===== src/rtl/loop_addr_gen.sv =====
// loop_addr_gen: row-major 2-D byte-address sequencer with valid/ready output and done pulse
module loop_addr_gen #(
  parameter int ADDR_WIDTH = 32,
  parameter int CNT_WIDTH  = 8,
  parameter int ELEM_BYTES = 4
) (
  input  logic                  clkIn,
  input  logic                  rstIn,
  input  logic                  startIn,
  input  logic [ADDR_WIDTH-1:0] baseAddrIn,
  input  logic [CNT_WIDTH-1:0]  numRowsIn,
  input  logic [CNT_WIDTH-1:0]  numColsIn,
  input  logic [ADDR_WIDTH-1:0] rowStrideIn,
  output logic [ADDR_WIDTH-1:0] addrOut,
  output logic                  addrValidOut,
  input  logic                  addrReadyIn,
  output logic                  lastOut,
  output logic                  busyOut,
  output logic                  doneOut
);
  typedef enum logic [1:0] {IDLE, RUN, DONE} state_t;
  state_t state;
  logic [CNT_WIDTH-1:0] row, col, lastRow, lastCol, rowNext, colNext;
  logic [ADDR_WIDTH-1:0] rowBase, rowStride, nextRowBase;
  logic handshake, zeroCmd;
  assign rowNext = row + CNT_WIDTH'(1);
  assign colNext = col + CNT_WIDTH'(1);
  assign nextRowBase = rowBase + rowStride;
  assign handshake = addrValidOut && addrReadyIn;
  assign zeroCmd = (numRowsIn == '0) || (numColsIn == '0);
  assign busyOut = state != IDLE;
  always_ff @(posedge clkIn) begin
    if (rstIn) begin
      state        <= IDLE;
      row          <= '0;
      col          <= '0;
      lastRow      <= '0;
      lastCol      <= '0;
      rowBase      <= '0;
      rowStride    <= '0;
      addrOut      <= '0;
      addrValidOut <= 1'b0;
      lastOut      <= 1'b0;
      doneOut      <= 1'b0;
    end else begin
      doneOut <= 1'b0;
      case (state)
        IDLE: if (startIn) begin
          lastRow      <= numRowsIn - CNT_WIDTH'(1);
          lastCol      <= numColsIn - CNT_WIDTH'(1);
          rowStride    <= rowStrideIn;
          rowBase      <= baseAddrIn;
          addrOut      <= baseAddrIn;
          row          <= '0;
          col          <= '0;
          state        <= zeroCmd ? DONE : RUN;
          doneOut      <= zeroCmd;
          addrValidOut <= !zeroCmd;
          lastOut      <= (numRowsIn == CNT_WIDTH'(1)) && (numColsIn == CNT_WIDTH'(1));
        end
        RUN: if (handshake) begin
          if (col != lastCol) begin
            col     <= colNext;
            addrOut <= addrOut + ADDR_WIDTH'(ELEM_BYTES);
            lastOut <= (row == lastRow) && (colNext == lastCol);
          end else if (row != lastRow) begin
            col     <= '0;
            row     <= rowNext;
            rowBase <= nextRowBase;
            addrOut <= nextRowBase;
            lastOut <= (rowNext == lastRow) && (lastCol == '0);
          end else begin
            addrValidOut <= 1'b0;
            lastOut      <= 1'b0;
            doneOut      <= 1'b1;
            state        <= DONE;
          end
        end
        default: state <= IDLE;
      endcase
    end
  end
endmodule

===== config.mk =====
export PLATFORM = sky130hd
export DESIGN_NAME = loop_addr_gen
export DESIGN_NICKNAME = d
export VERILOG_FILES = /design/src/rtl/loop_addr_gen.sv
export SDC_FILE = /design/constraint.sdc
export NUM_CORES = 1
export LEC_CHECK = 0
export BUFFER_PORTS_ARGS = -buffer_cell sky130_fd_sc_hd__buf_2
export CORE_ASPECT_RATIO = 0.8
export CORE_MARGIN = 2
export CORE_UTILIZATION = 45
export CTS_CLUSTER_DIAMETER = 120
export CTS_CLUSTER_SIZE = 25
export DETAILED_ROUTE_END_ITERATION = 16
export MAX_ROUTING_LAYER = met4
export PLACE_DENSITY = 0.67
export SLEW_MARGIN = 5
export SYNTH_ARGS = -nofsm -noshare
export SYNTH_HDL_FRONTEND = slang
export SYNTH_SLANG_ARGS = --single-unit

===== constraint.sdc =====
create_clock -name clkIn -period 2.6 [get_ports clkIn]
set_clock_uncertainty 0.05 [all_clocks]
set_input_delay 0.39 -clock clkIn [delete_from_list [all_inputs] [get_ports clkIn]]
set_output_delay 0.39 -clock clkIn [all_outputs]
set_load 0.005 [all_outputs]

==> summary.txt, run 1 <==
Clock network
  • Maximum clock path buffer count: 2
  • Hold buffers post-CTS: 0
  • Clock sinks: 133
  • Clock latency on the worst-skew pair: 430 ps
  • Total CTS buffers: 17
  • Root buf cell: clkbuf_16
  • CTS tree: done
  • Clock transition at the registers of the reported paths: 60 ps
  • H-tree depth: 4

Critical path
  • Required time worst endpoint: 2870 ps
  • Crit path kind: register to register
  • Crit path largest cell delay: 510 ps
  • Delay-heaviest family, CP: compound AO/OA/AOI/OAI gates
  • Max stage delay cell, worst path: or4b_4
  • Buf/Inv on CP: 0
  • Register-to-Register Setup Slack: -240 ps
  • CP Launch Type: register
  • Chain of cells forming the critical path: ha_4 > and2_1 > a221o_1 > a211oi_2 > a211oi_1 > o31a_1 > or4b_4 > and3_4 > a311o_1
  • Crit Path Max Fanout: 4
  • Crit end category: register
  • Worst EP arrival: 3110 ps

Synth
  • Synthesis Warnings: 0
  • Post-synthesis cell count: 1160
  • Sequential fraction of the synthesis area: 30.8%
  • Post-synth EDFFs: 0
  • Area contributors post-synth: dfxtp_1 (31%), nand2_1 (8.1%), a21oi_1 (6.0%)
  • #FFs+latches synth: 133
  • Ys flop type: dfxtp_1
  • Synthesized net count: between 1000 and 1500
  • Avg Inst Size Synth: 7.46 um^2
  • Synth top area share: 30.8%
  • Asr flop ratio synth: 0%
  • Post-synth top area cell: dfxtp_1
  • Netlist cell types: 74
  • Cell area after synthesis: 8660 um^2

Place
  • Dpl cell area: 10400 um^2
  • I/O Buffers: 119
  • GPL Wtd Cong: ~0.95
  • Hpwl dp: 21100 um

Drt
  • Wire per inst: 17.7 um
  • Residual DRC: 0
  • Pre-antenna DRT Iters: 5
  • DR vias/cell: 5.78
  • Antenna viol nets, final: 0
  • DR vias: 9472
  • Drt total wl: 29000 um
  • Iter 0 DRT Violations: approximately 780

STA
  • Final WS setup: -243 ps
  • Slew Viols, Final: 0
  • Final Cycle Share: 109%
  • F_max: between 300 and 400 MHz
  • Final Hold Viols: 0
  • Tmin final: 2840 ps
  • Slew @ Worst Pin: 737 ps
  • RSZ-0062 raised after global routing: yes
  • Slew Limit Headroom: 50.8%
  • Final setup vio count: 2

Power and ir drop
  • Total power: 6.71 mW
  • Power density over the cells: 584 nW/um^2
  • Peak supply drop: 0.427 mV
  • LEAKAGE: 4.79 nW

Layout
  • Ant. Diodes: 0
  • Nets: 1495
  • Share of post-route cells with drive strength above 1: ~28%
  • Design area: 11500 um^2
  • Area grow syn2layout: 32.8%

Global routing
  • Gr usage total: 28.5%
  • First-pass GRT wire length: 44700 um
  • Initial antenna violation count: 1
  • Largest net degree at the start of global routing: 45
  • Vias in the first global route: 8539
  • Gr ovfl total: 0

Run status
  • Failing checks: setup timing
  • Status: complete, but fails checks

Min path
  • Hold WC Path Type: input pin to register

Die
  • Core footprint: ~19000 um^2
  • Die width: 159 um
  • # rows: 45
  • Starting Density: 45.8%
  • Ports: 120
  • Die height: 128 um
  • Die Area: between 20000 and 25000 um^2

Job
  • Max Cap Viol: 0
## stage by stage
step	util [%]	cells	setup slack [ps]	setup TNS, ps	hold slack [ps]
2_1_floorplan	-	1160	-129	-129	390
3_3_place_gp	54.9	1600	-187	-546	395
3_5_place_dp	54.9	1600	-213	-989	397
4_1_cts	58.9	1637	-219	-281	133
5_1_grt	60.8	1640	-341	-1050	131
6_report	60.8	1640	-243	-329	139
## placed cells by master, fill, tap and decap left out, types with 5 or more instances in the layout
cell type    n
nand2_1    184
buf_4      130
dfxtp_1    121
buf_2      119
a21oi_1     91
nor2_1      82
o21ai_1     55
xor2_1      40
xnor2_1     40
nand3_1     38
a31oi_1     38
ha_1        31
o21ai_0     27
inv_1       24
a211oi_1    22
nand4_1     21
nor3_1      20
o211ai_1    18
clkbuf_16   17
a21o_1      15
and3_1      14
dfxtp_2     12
nor4_1      11
a21oi_2     11
o21a_1       9
or3_1        9
ha_4         9
nand2b_1     8
o21ai_2      7
nor2b_1      6
buf_6        6
nand2_2      5
and2_1       5
## worst reg2reg max path, cell delays in order (launching register included)
cell and delay (ps):
dfxtp_2 340, ha_4 240, and2_1 180, a221o_1 380, a211oi_2 200, a211oi_1 90, o31a_1 290, or4b_4 510
and3_4 170, a311o_1 290
## layer usage
metal | vias up | share of wire (%) | wire length [um] | track usage [%]
met3 | 43 | 8.6 | 2500 | 5.47
met1 | 4418 | 47 | 13800 | 40.2
met5 | - | 0 | 0 | -
met4 | 0 | 1.5 | 424 | 7.06
met2 | 405 | 42 | 12300 | 41.9
li1 | 4606 | - | - | -
## cell usage after synthesis (22+ instances only)
library cell  instances
a211oi_1             24
a21oi_1             103
a31oi_1              38
clkbuf_1             48
dfxtp_1             133
ha_1                 40
inv_1                25
nand2_1             187
nand3_1              41
nor2_1               85
nor3_1               22
o21ai_0              38
o21ai_1              52
xnor2_1              42
xor2_1               41
## report_power, final
group / leakage, nW / total [mW] / internal (mW) / switching [mW]
Clock: 0.291 / 2.54 / 1.55 / 0.986
Combinational: 3.40 / 1.81 / 0.788 / 1.03
Sequential: 1.10 / 2.36 / 2.21 / 0.147
## path summary, 6_finish.rpt
path / start / to / depth (start not counted)
hold reg to reg: addrOut[1]$_SDFFE_PP0P_ / addrOut[1]$_SDFFE_PP0P_ / 1
setup reg to reg: rowBase[14]$_SDFFE_PP0P_ / rowBase[31]$_SDFFE_PP0P_ / 9
hold / removal: rowStrideIn[0] / rowStride[0]$_SDFFE_PP0P_ / 3
setup / recovery: rowBase[14]$_SDFFE_PP0P_ / rowBase[31]$_SDFFE_PP0P_ / 9
## what timing repair did
action / 4_1_cts / 5_1_grt
pin swaps: 7 / 42
resized for setup: 26 / 80
endpoints found under the setup margin: 19 / 67
setup buffers: 6 / 4
## cell type report
type                       count  area [um^2]
clock buffer                  19          453
clock inverter                12          154
fill                        1754         7420
inverter                      25         93.8
multi-input combinational    934         6080
sequential                   133         2680
tap                          258          323
timing repair buffer         259         1720
## kinds of logic (layout without fill, tap and decap cells)
| family | Yosys count | after routing | synth area share (%) |
|---|---|---|---|
| AO/OA/AOI/OAI | 355 | 355 | 25.4 |
| buffers and inverters | 93 | 315 | 4.36 |
| adder cells (fa/ha/maj) | 41 | 41 | 6.01 |
| multiplexers | 5 | 5 | 0.592 |
| flip-flops | 133 | 133 | 30.8 |
| XOR/XNOR | 83 | 83 | 8.40 |
| AND/OR/NAND/NOR | 450 | 450 | 24.5 |
## registers in the layout (all words and copies together), names as in the netlist
name          cells
state             2
col               8
lastRow           8
row               8
rowBase          32
lastCol           8
doneOut           1
addrValidOut      1
lastOut           1
rowStride        32
addrOut          32
No activity file was read; power rests on OpenSTA's default activity.
==> run 2: changes to the inputs <==
--- a/config.mk
+++ b/config.mk
@@ -13,7 +13,6 @@
 export CTS_CLUSTER_SIZE = 25
 export DETAILED_ROUTE_END_ITERATION = 16
 export MAX_ROUTING_LAYER = met4
-export PLACE_DENSITY = 0.67
 export SLEW_MARGIN = 5
 export SYNTH_ARGS = -nofsm -noshare
 export SYNTH_HDL_FRONTEND = slang
==> constraint.sdc (replaced) <==
create_clock -name clkIn -period 3.46 [get_ports clkIn]
set_clock_uncertainty 0.05 [all_clocks]
set_input_delay 0.519 -clock clkIn [delete_from_list [all_inputs] [get_ports clkIn]]
set_output_delay 0.519 -clock clkIn [all_outputs]
set_load 0.005 [all_outputs]
==> run 2 against run 1 <==
The run now ends clean. Worst hold slack improved by 140 ps. Sequential cell count did not move. Cell area shrank 13%. Total power down 32%. Global-route usage is 1.0 points lower.
==> summary.txt, run 2 (synthesis results as in run 1) <==
Layout
  • Biggest regs: addrOut x32, rowBase x32, rowStride x32
  • Filler cells: 1930 (+10%)
  • Non-Filler Instances: 1523 (-7.1%)
  • Nets: 1376 (-8.0%)
  • Final core utilization: 53.0% (-7.8 points)
  • Most frequent cells in the layout: nand2_1 (187), dfxtp_1 (133), buf_2 (119)
  • Share of post-route cells with drive strength above 1: 14.8% (-13 points)
  • Sequential Area: 2660 um^2 (-0.56%)
  • Area grow syn2layout: 15.8%
  • Most common library cell in the layout ignoring fill and taps: nand2_1
  • Design area: 10000 um^2 (-13%)
  • Area of the multi-input gates: 5630 um^2 (-7.4%)

Power and ir drop
  • LEAKAGE: 4.09 nW (-14%)
  • Total power: 4.58 mW (-32%)
  • Peak supply drop: 0.212 mV (-50%)
  • Power density over the cells: 457 nW/um^2 (-22%)

Place
  • I/O Buffers: 119 (unchanged)
  • Place WS: 381 ps (+594 ps)
  • Dpl cell area: 9480 um^2 (-8.7%)
  • GPL Wtd Cong: 0.949 (about the same)
  • DP Cell Count: 1490 (-6.9%)
  • Hpwl dp: 19600 um (-7.2%)

STA
  • Final Hold Viols: 0 (unchanged)
  • F_max: 314 MHz (-11%)
  • Slew Viols, Final: 0 (unchanged)
  • RSZ-0062 raised after global routing: no
  • Slew Limit Headroom: 40.1% (-11 points)
  • Tmin final: 3190 ps (+345 ps)
  • Hold_ws: 278 ps (+139 ps)
  • Final setup TNS: 0 ps (+329 ps)
  • Final setup vio count: 0 (-2)
  • Final Cycle Share: 92.1% (-17 points)
  • Slew @ Worst Pin: 896 ps (+159 ps)
  • Final WS setup: 272 ps (+515 ps)

Critical path
  • Worst EP arrival: 3450 ps (+340 ps)
  • CP Launch Type: register
  • Crit path kind: register to register
  • Crit end category: register
  • FF-to-FF End: rowBase[31]$_SDFFE_PP0P_
  • R2R depth: 9 (unchanged)
  • Reg2Reg Launch Point: rowBase[12]$_SDFFE_PP0P_
  • Register-to-Register Setup Slack: 270 ps (+510 ps)
  • Required time worst endpoint: 3720 ps (+850 ps)
  • Crit Path Max Fanout: 6 (+2)

Global routing
  • Vias in the first global route: 7841 (-8.2%)
  • Largest net degree at the start of global routing: 52 (+16%)
  • First-pass GRT wire length: 43100 um (-3.7%)
  • Gr usage total: 27.5% (-1.0 points)
  • Initial antenna violation count: 1 (unchanged)
  • Gr ovfl total: 0 (unchanged)

Min path
  • Worst Hold End: rowStride[8]$_SDFFE_PP0P_
  • Hold Path Cell Cnt: 3 (unchanged)
  • Hold WC Path Type: input pin to register
  • Hold path start: rowStrideIn[8]

Clock network
  • Hold buffers post-CTS: 0 (unchanged)
  • Total CTS buffers: 17 (unchanged)
  • CTS resizes: 0 (-100%)
  • CTS tree: done
  • Maximum clock path buffer count: 2 (unchanged)
  • Clock transition at the registers of the reported paths: 60 ps (about the same)
  • Clock sinks: 133 (unchanged)
  • Clock latency on the worst-skew pair: 430 ps (about the same)
  • Number of setup buffers added after CTS: 0 (-6)
  • H-tree depth: 4 (unchanged)
  • Root buf cell: clkbuf_16

Die
  • Die Area: 20400 um^2 (unchanged)
  • Die height: 128 um (unchanged)
  • Core footprint: 18900 um^2 (unchanged)
  • Die width: 159 um (unchanged)
  • Starting Density: 45.8% (unchanged)
  • Ports: 120 (unchanged)
  • # rows: 45 (unchanged)

Drt
  • Residual DRC: 0 (unchanged)
  • Antenna viol nets, final: 0 (unchanged)
  • Wire per inst: 17.9 um (+1.1%)
  • DR vias/cell: 5.74 (-0.57%)
  • DR vias: 8746 (-7.7%)
  • Iter 0 DRT Violations: 845 (+9.0%)
  • Pre-antenna DRT Iters: 5 (unchanged)
  • Drt total wl: 27200 um (-6.1%)

Job
  • Max Cap Viol: 0 (unchanged)

Run status
  • Status: finished clean
==> run 2: changes by cell type in the layout (fill, tap and decap cells not counted), sizes merged <==
| cell | before | now |
|---|---|---|
| bufinv | 3 | 1 |
| buf | 259 | 140 |
| diode | 0 | 1 |
| inv | 26 | 25 |
| clkbuf | 19 | 24 |
| clkinv | 5 | 4 |
==> run 2: worst max-delay path, cell delays in order, from the launching register on <==
cell,delay [ps]
dfxtp_1,320
ha_1,380
a21o_1,230
a221o_1,410
a211oi_2,230
a211oi_1,100
o31a_1,360
or4b_4,510
and3_1,180
a311o_1,300
==> run 2: cell type report <==
cell class              instances  share of cell area [%]
diodes                          1                  0.0250
clock buffers                  24                    4.70
clock inverters                 8                   0.761
inverters                      25                   0.936
multi-input cells             934                    56.2
flip-flops and latches        133                    26.6
well taps                     258                    3.22
repair buffers                140                    7.64
==> run 2: worst max-delay path by stage <==
stage	start	cells after the start	endpoint	slack (ps)
after floorplan	rowBase[12]$_SDFFE_PP0P_	9	rowBase[31]$_SDFFE_PP0P_	570
final	rowBase[12]$_SDFFE_PP0P_	9	rowBase[31]$_SDFFE_PP0P_	270
after global placement	rowBase[12]$_SDFFE_PP0P_	9	rowBase[31]$_SDFFE_PP0P_	420
after global routing	rowBase[12]$_SDFFE_PP0P_	9	rowBase[31]$_SDFFE_PP0P_	210
after detailed placement	rowBase[12]$_SDFFE_PP0P_	9	rowBase[31]$_SDFFE_PP0P_	380
after CTS	rowBase[12]$_SDFFE_PP0P_	9	rowBase[31]$_SDFFE_PP0P_	320
==> run 2: power breakdown <==
group | leakage, nW | switching, mW | internal (mW)
clock network | 0.260 | 0.698 | 1.02
registers | 1.09 | 0.127 | 1.66
logic | 2.74 | 0.665 | 0.410
==> run 2: layer usage <==
layer | wire length [um] | vias up | track usage, %
met5 | 0 | - | -
met4 | 399 | 0 | 6.63
met3 | 1840 | 27 | 4.43
met2 | 11000 | 312 | 39.0
met1 | 14000 | 4037 | 40.5
li1 | - | 4370 | -
==> run 3: changes to the inputs <==
--- a/config.mk
+++ b/config.mk
@@ -8,11 +8,12 @@
 export BUFFER_PORTS_ARGS = -buffer_cell sky130_fd_sc_hd__buf_2
 export CORE_ASPECT_RATIO = 0.8
 export CORE_MARGIN = 2
-export CORE_UTILIZATION = 45
+export CORE_UTILIZATION = 57
 export CTS_CLUSTER_DIAMETER = 120
 export CTS_CLUSTER_SIZE = 25
 export DETAILED_ROUTE_END_ITERATION = 16
 export MAX_ROUTING_LAYER = met4
+export PLACE_DENSITY = 0.79
 export SLEW_MARGIN = 5
 export SYNTH_ARGS = -nofsm -noshare
 export SYNTH_HDL_FRONTEND = slang
==> run 3 against run 2 <==
Core utilization grew 14 points. Clock power grew 12%. Clock-buffer cell count shrank 3. Critical path depth is the same. Sequential power is essentially flat. Cell area shrank 0.23%. Sequential share of layout area grew 0.060 points. Combinational power is essentially flat. Non-clock buffer count grew 1. Largest power group is now clock. Final cell count shrank 4.5%. Worst hold slack gained 0.66 ps. Fmax grew 2.5%.
==> summary.txt, run 3 (synthesis results as in run 1) <==
Run status
  • Status: finished clean

Min path
  • Hold WC Path Type: input pin to register
  • Worst Hold End: rowStride[7]$_SDFFE_PP0P_
  • Hold Path Cell Cnt: 3 (unchanged)
  • Hold path start: rowStrideIn[7]

STA
  • Final setup vio count: 0 (unchanged)
  • Hold_ws: 279 ps (+0.657 ps)
  • Slew Limit Headroom: 36.3% (-3.8 points)
  • Slew @ Worst Pin: 954 ps (+57.9 ps)
  • Final setup TNS: 0 ps (unchanged)
  • RSZ-0062 raised after global routing: no
  • F_max: 322 MHz (+2.5%)
  • Slew Viols, Final: 0 (unchanged)
  • Final Cycle Share: 89.9% (-2.2 points)
  • Final Hold Viols: 0 (unchanged)
  • Tmin final: 3110 ps (-77.8 ps)
  • Final WS setup: 350 ps (+77.8 ps)

Drt
  • Iter 0 DRT Violations: 967 (+14%)
  • Wire per inst: 18.2 um (+2.0%)
  • DR vias: 9128 (+4.4%)
  • Residual DRC: 0 (unchanged)
  • DR vias/cell: 6.28 (+9.3%)
  • Pre-antenna DRT Iters: 5 (unchanged)
  • Drt total wl: 26500 um (-2.7%)
  • Antenna viol nets, final: 0 (unchanged)

Clock network
  • Root buf cell: clkbuf_16
  • Clock transition at the registers of the reported paths: 60 ps (about the same)
  • Clock latency on the worst-skew pair: 430 ps (about the same)
  • Maximum clock path buffer count: 2 (unchanged)
  • Total CTS buffers: 17 (unchanged)
  • Number of setup buffers added after CTS: 0 (unchanged)
  • CTS tree: done
  • Clock sinks: 133 (unchanged)
  • Hold buffers post-CTS: 0 (unchanged)
  • CTS resizes: 0 (unchanged)
  • H-tree depth: 4 (unchanged)

Critical path
  • Crit Path Max Fanout: 6 (unchanged)
  • Register-to-Register Setup Slack: 350 ps (+80 ps)
  • Chain of cells forming the critical path: ha_1 > a21o_1 > a221o_1 > a211oi_2 > a211oi_1 > o31a_1 > or4b_4 > and3_1 > a311o_1
  • CP Launch Type: register
  • Max stage delay cell, worst path: or4b_4
  • Delay-heaviest family, CP: compound AO/OA/AOI/OAI gates
  • Critical path launch point: rowBase[12]$_SDFFE_PP0P_
  • Buf/Inv on CP: 0 (unchanged)
  • Crit path largest cell delay: 510 ps (about the same)
  • Worst EP arrival: 3380 ps (-70 ps)
  • Reg2Reg Launch Point: rowBase[12]$_SDFFE_PP0P_
  • FF-to-FF End: rowBase[31]$_SDFFE_PP0P_
  • R2R depth: 9 (unchanged)
  • Required time worst endpoint: 3730 ps (about the same)
  • Crit path kind: register to register
  • Crit end category: register

Power and ir drop
  • Total power: 4.79 mW (+4.4%)
  • LEAKAGE: 4.13 nW (+0.92%)
  • Peak supply drop: 0.348 mV (+65%)
  • Power density over the cells: 478 nW/um^2 (+4.7%)

Place
  • DP Cell Count: 1422 (-4.6%)
  • GPL Wtd Cong: 0.960 (+1.2%)
  • I/O Buffers: 119 (unchanged)
  • Place WS: 392 ps (+10.7 ps)
  • Hpwl dp: 18400 um (-5.8%)

Layout
  • Filler cells: 1311 (-32%)
  • Area grow syn2layout: 15.6%
  • Most frequent cells in the layout: nand2_1 (187), dfxtp_1 (133), buf_2 (119)
  • Share of post-route cells with drive strength above 1: 15.2% (+0.38 points)
  • Most common library cell in the layout ignoring fill and taps: nand2_1
  • Nets: 1377 (+0.073%)
  • Ant. Diodes: 0 (-1)
  • Non-Filler Instances: 1454 (-4.5%)
  • Biggest regs: addrOut x32, rowBase x32, rowStride x32

Global routing
  • Gr ovfl total: 0 (unchanged)
  • Gr usage total: 33.9% (+6.4 points)
  • Largest net degree at the start of global routing: 80 (+54%)
  • Vias in the first global route: 8258 (+5.3%)
  • Initial antenna violation count: 0 (-1)
  • First-pass GRT wire length: 42400 um (-1.6%)

Die
  • Die width: 142 um (-11%)
  • Die height: 114 um (-11%)
  • # rows: 40 (-11%)
  • Die Area: 16200 um^2 (-20%)
  • Core footprint: 14900 um^2 (-21%)
  • Starting Density: 58.1% (+12 points)
  • Ports: 120 (unchanged)

Job
  • Max Cap Viol: 0 (unchanged)
## run 3: power breakdown
group | total [mW] | internal (mW) | switching (mW)
logic | 1.08 | 0.408 | 0.672
registers | 1.79 | 1.66 | 0.127
clock network | 1.92 | 1.19 | 0.728
## run 3: layout make-up
class                           count  area, um^2  share of cell area (%)
Clock buffer                       21         470                    4.70
Clock inverter                     11         149                    1.49
Inverter                           25        93.8                   0.938
Multi-Input combinational cell    934        5630                    56.3
Sequential cell                   133        2660                    26.6
Tap cell                          189         236                    2.36
Timing Repair Buffer              141         761                    7.60
## run 3: tightest hold or removal path, stage by stage
cell and delay [ps]:
buf_2 90, nand2_1 40, a21oi_1 50
## run 3: routing by layer
metal / GRT usage, % / vias to the layer above / wire length, um / share of wire [%]
li1: - / 4368 / - / -
met4: 9.80 / 0 / 671 / 2.5
met1: 47.5 / 4221 / 11800 / 44
met3: 6.90 / 56 / 2700 / 10
met2: 49.6 / 483 / 11400 / 43
met5: - / - / 0 / 0
## run 3: worst max-delay path by stage
stage,endpoint,cells past startpoint
2_1_floorplan,rowBase[31]$_SDFFE_PP0P_,9
3_3_place_gp,rowBase[31]$_SDFFE_PP0P_,9
3_5_place_dp,rowBase[31]$_SDFFE_PP0P_,9
4_1_cts,rowBase[31]$_SDFFE_PP0P_,9
5_1_grt,rowBase[31]$_SDFFE_PP0P_,9
6_report,rowBase[31]$_SDFFE_PP0P_,9
## run 3: per-stage QoR
stage                     cell area [um^2]  utilization, %
after global placement                9390            62.9
final                                10000            67.1
after floorplan                       8660               -
after CTS                            10000            67.1
after detailed placement              9390            62.9
after global routing                 10000            67.1
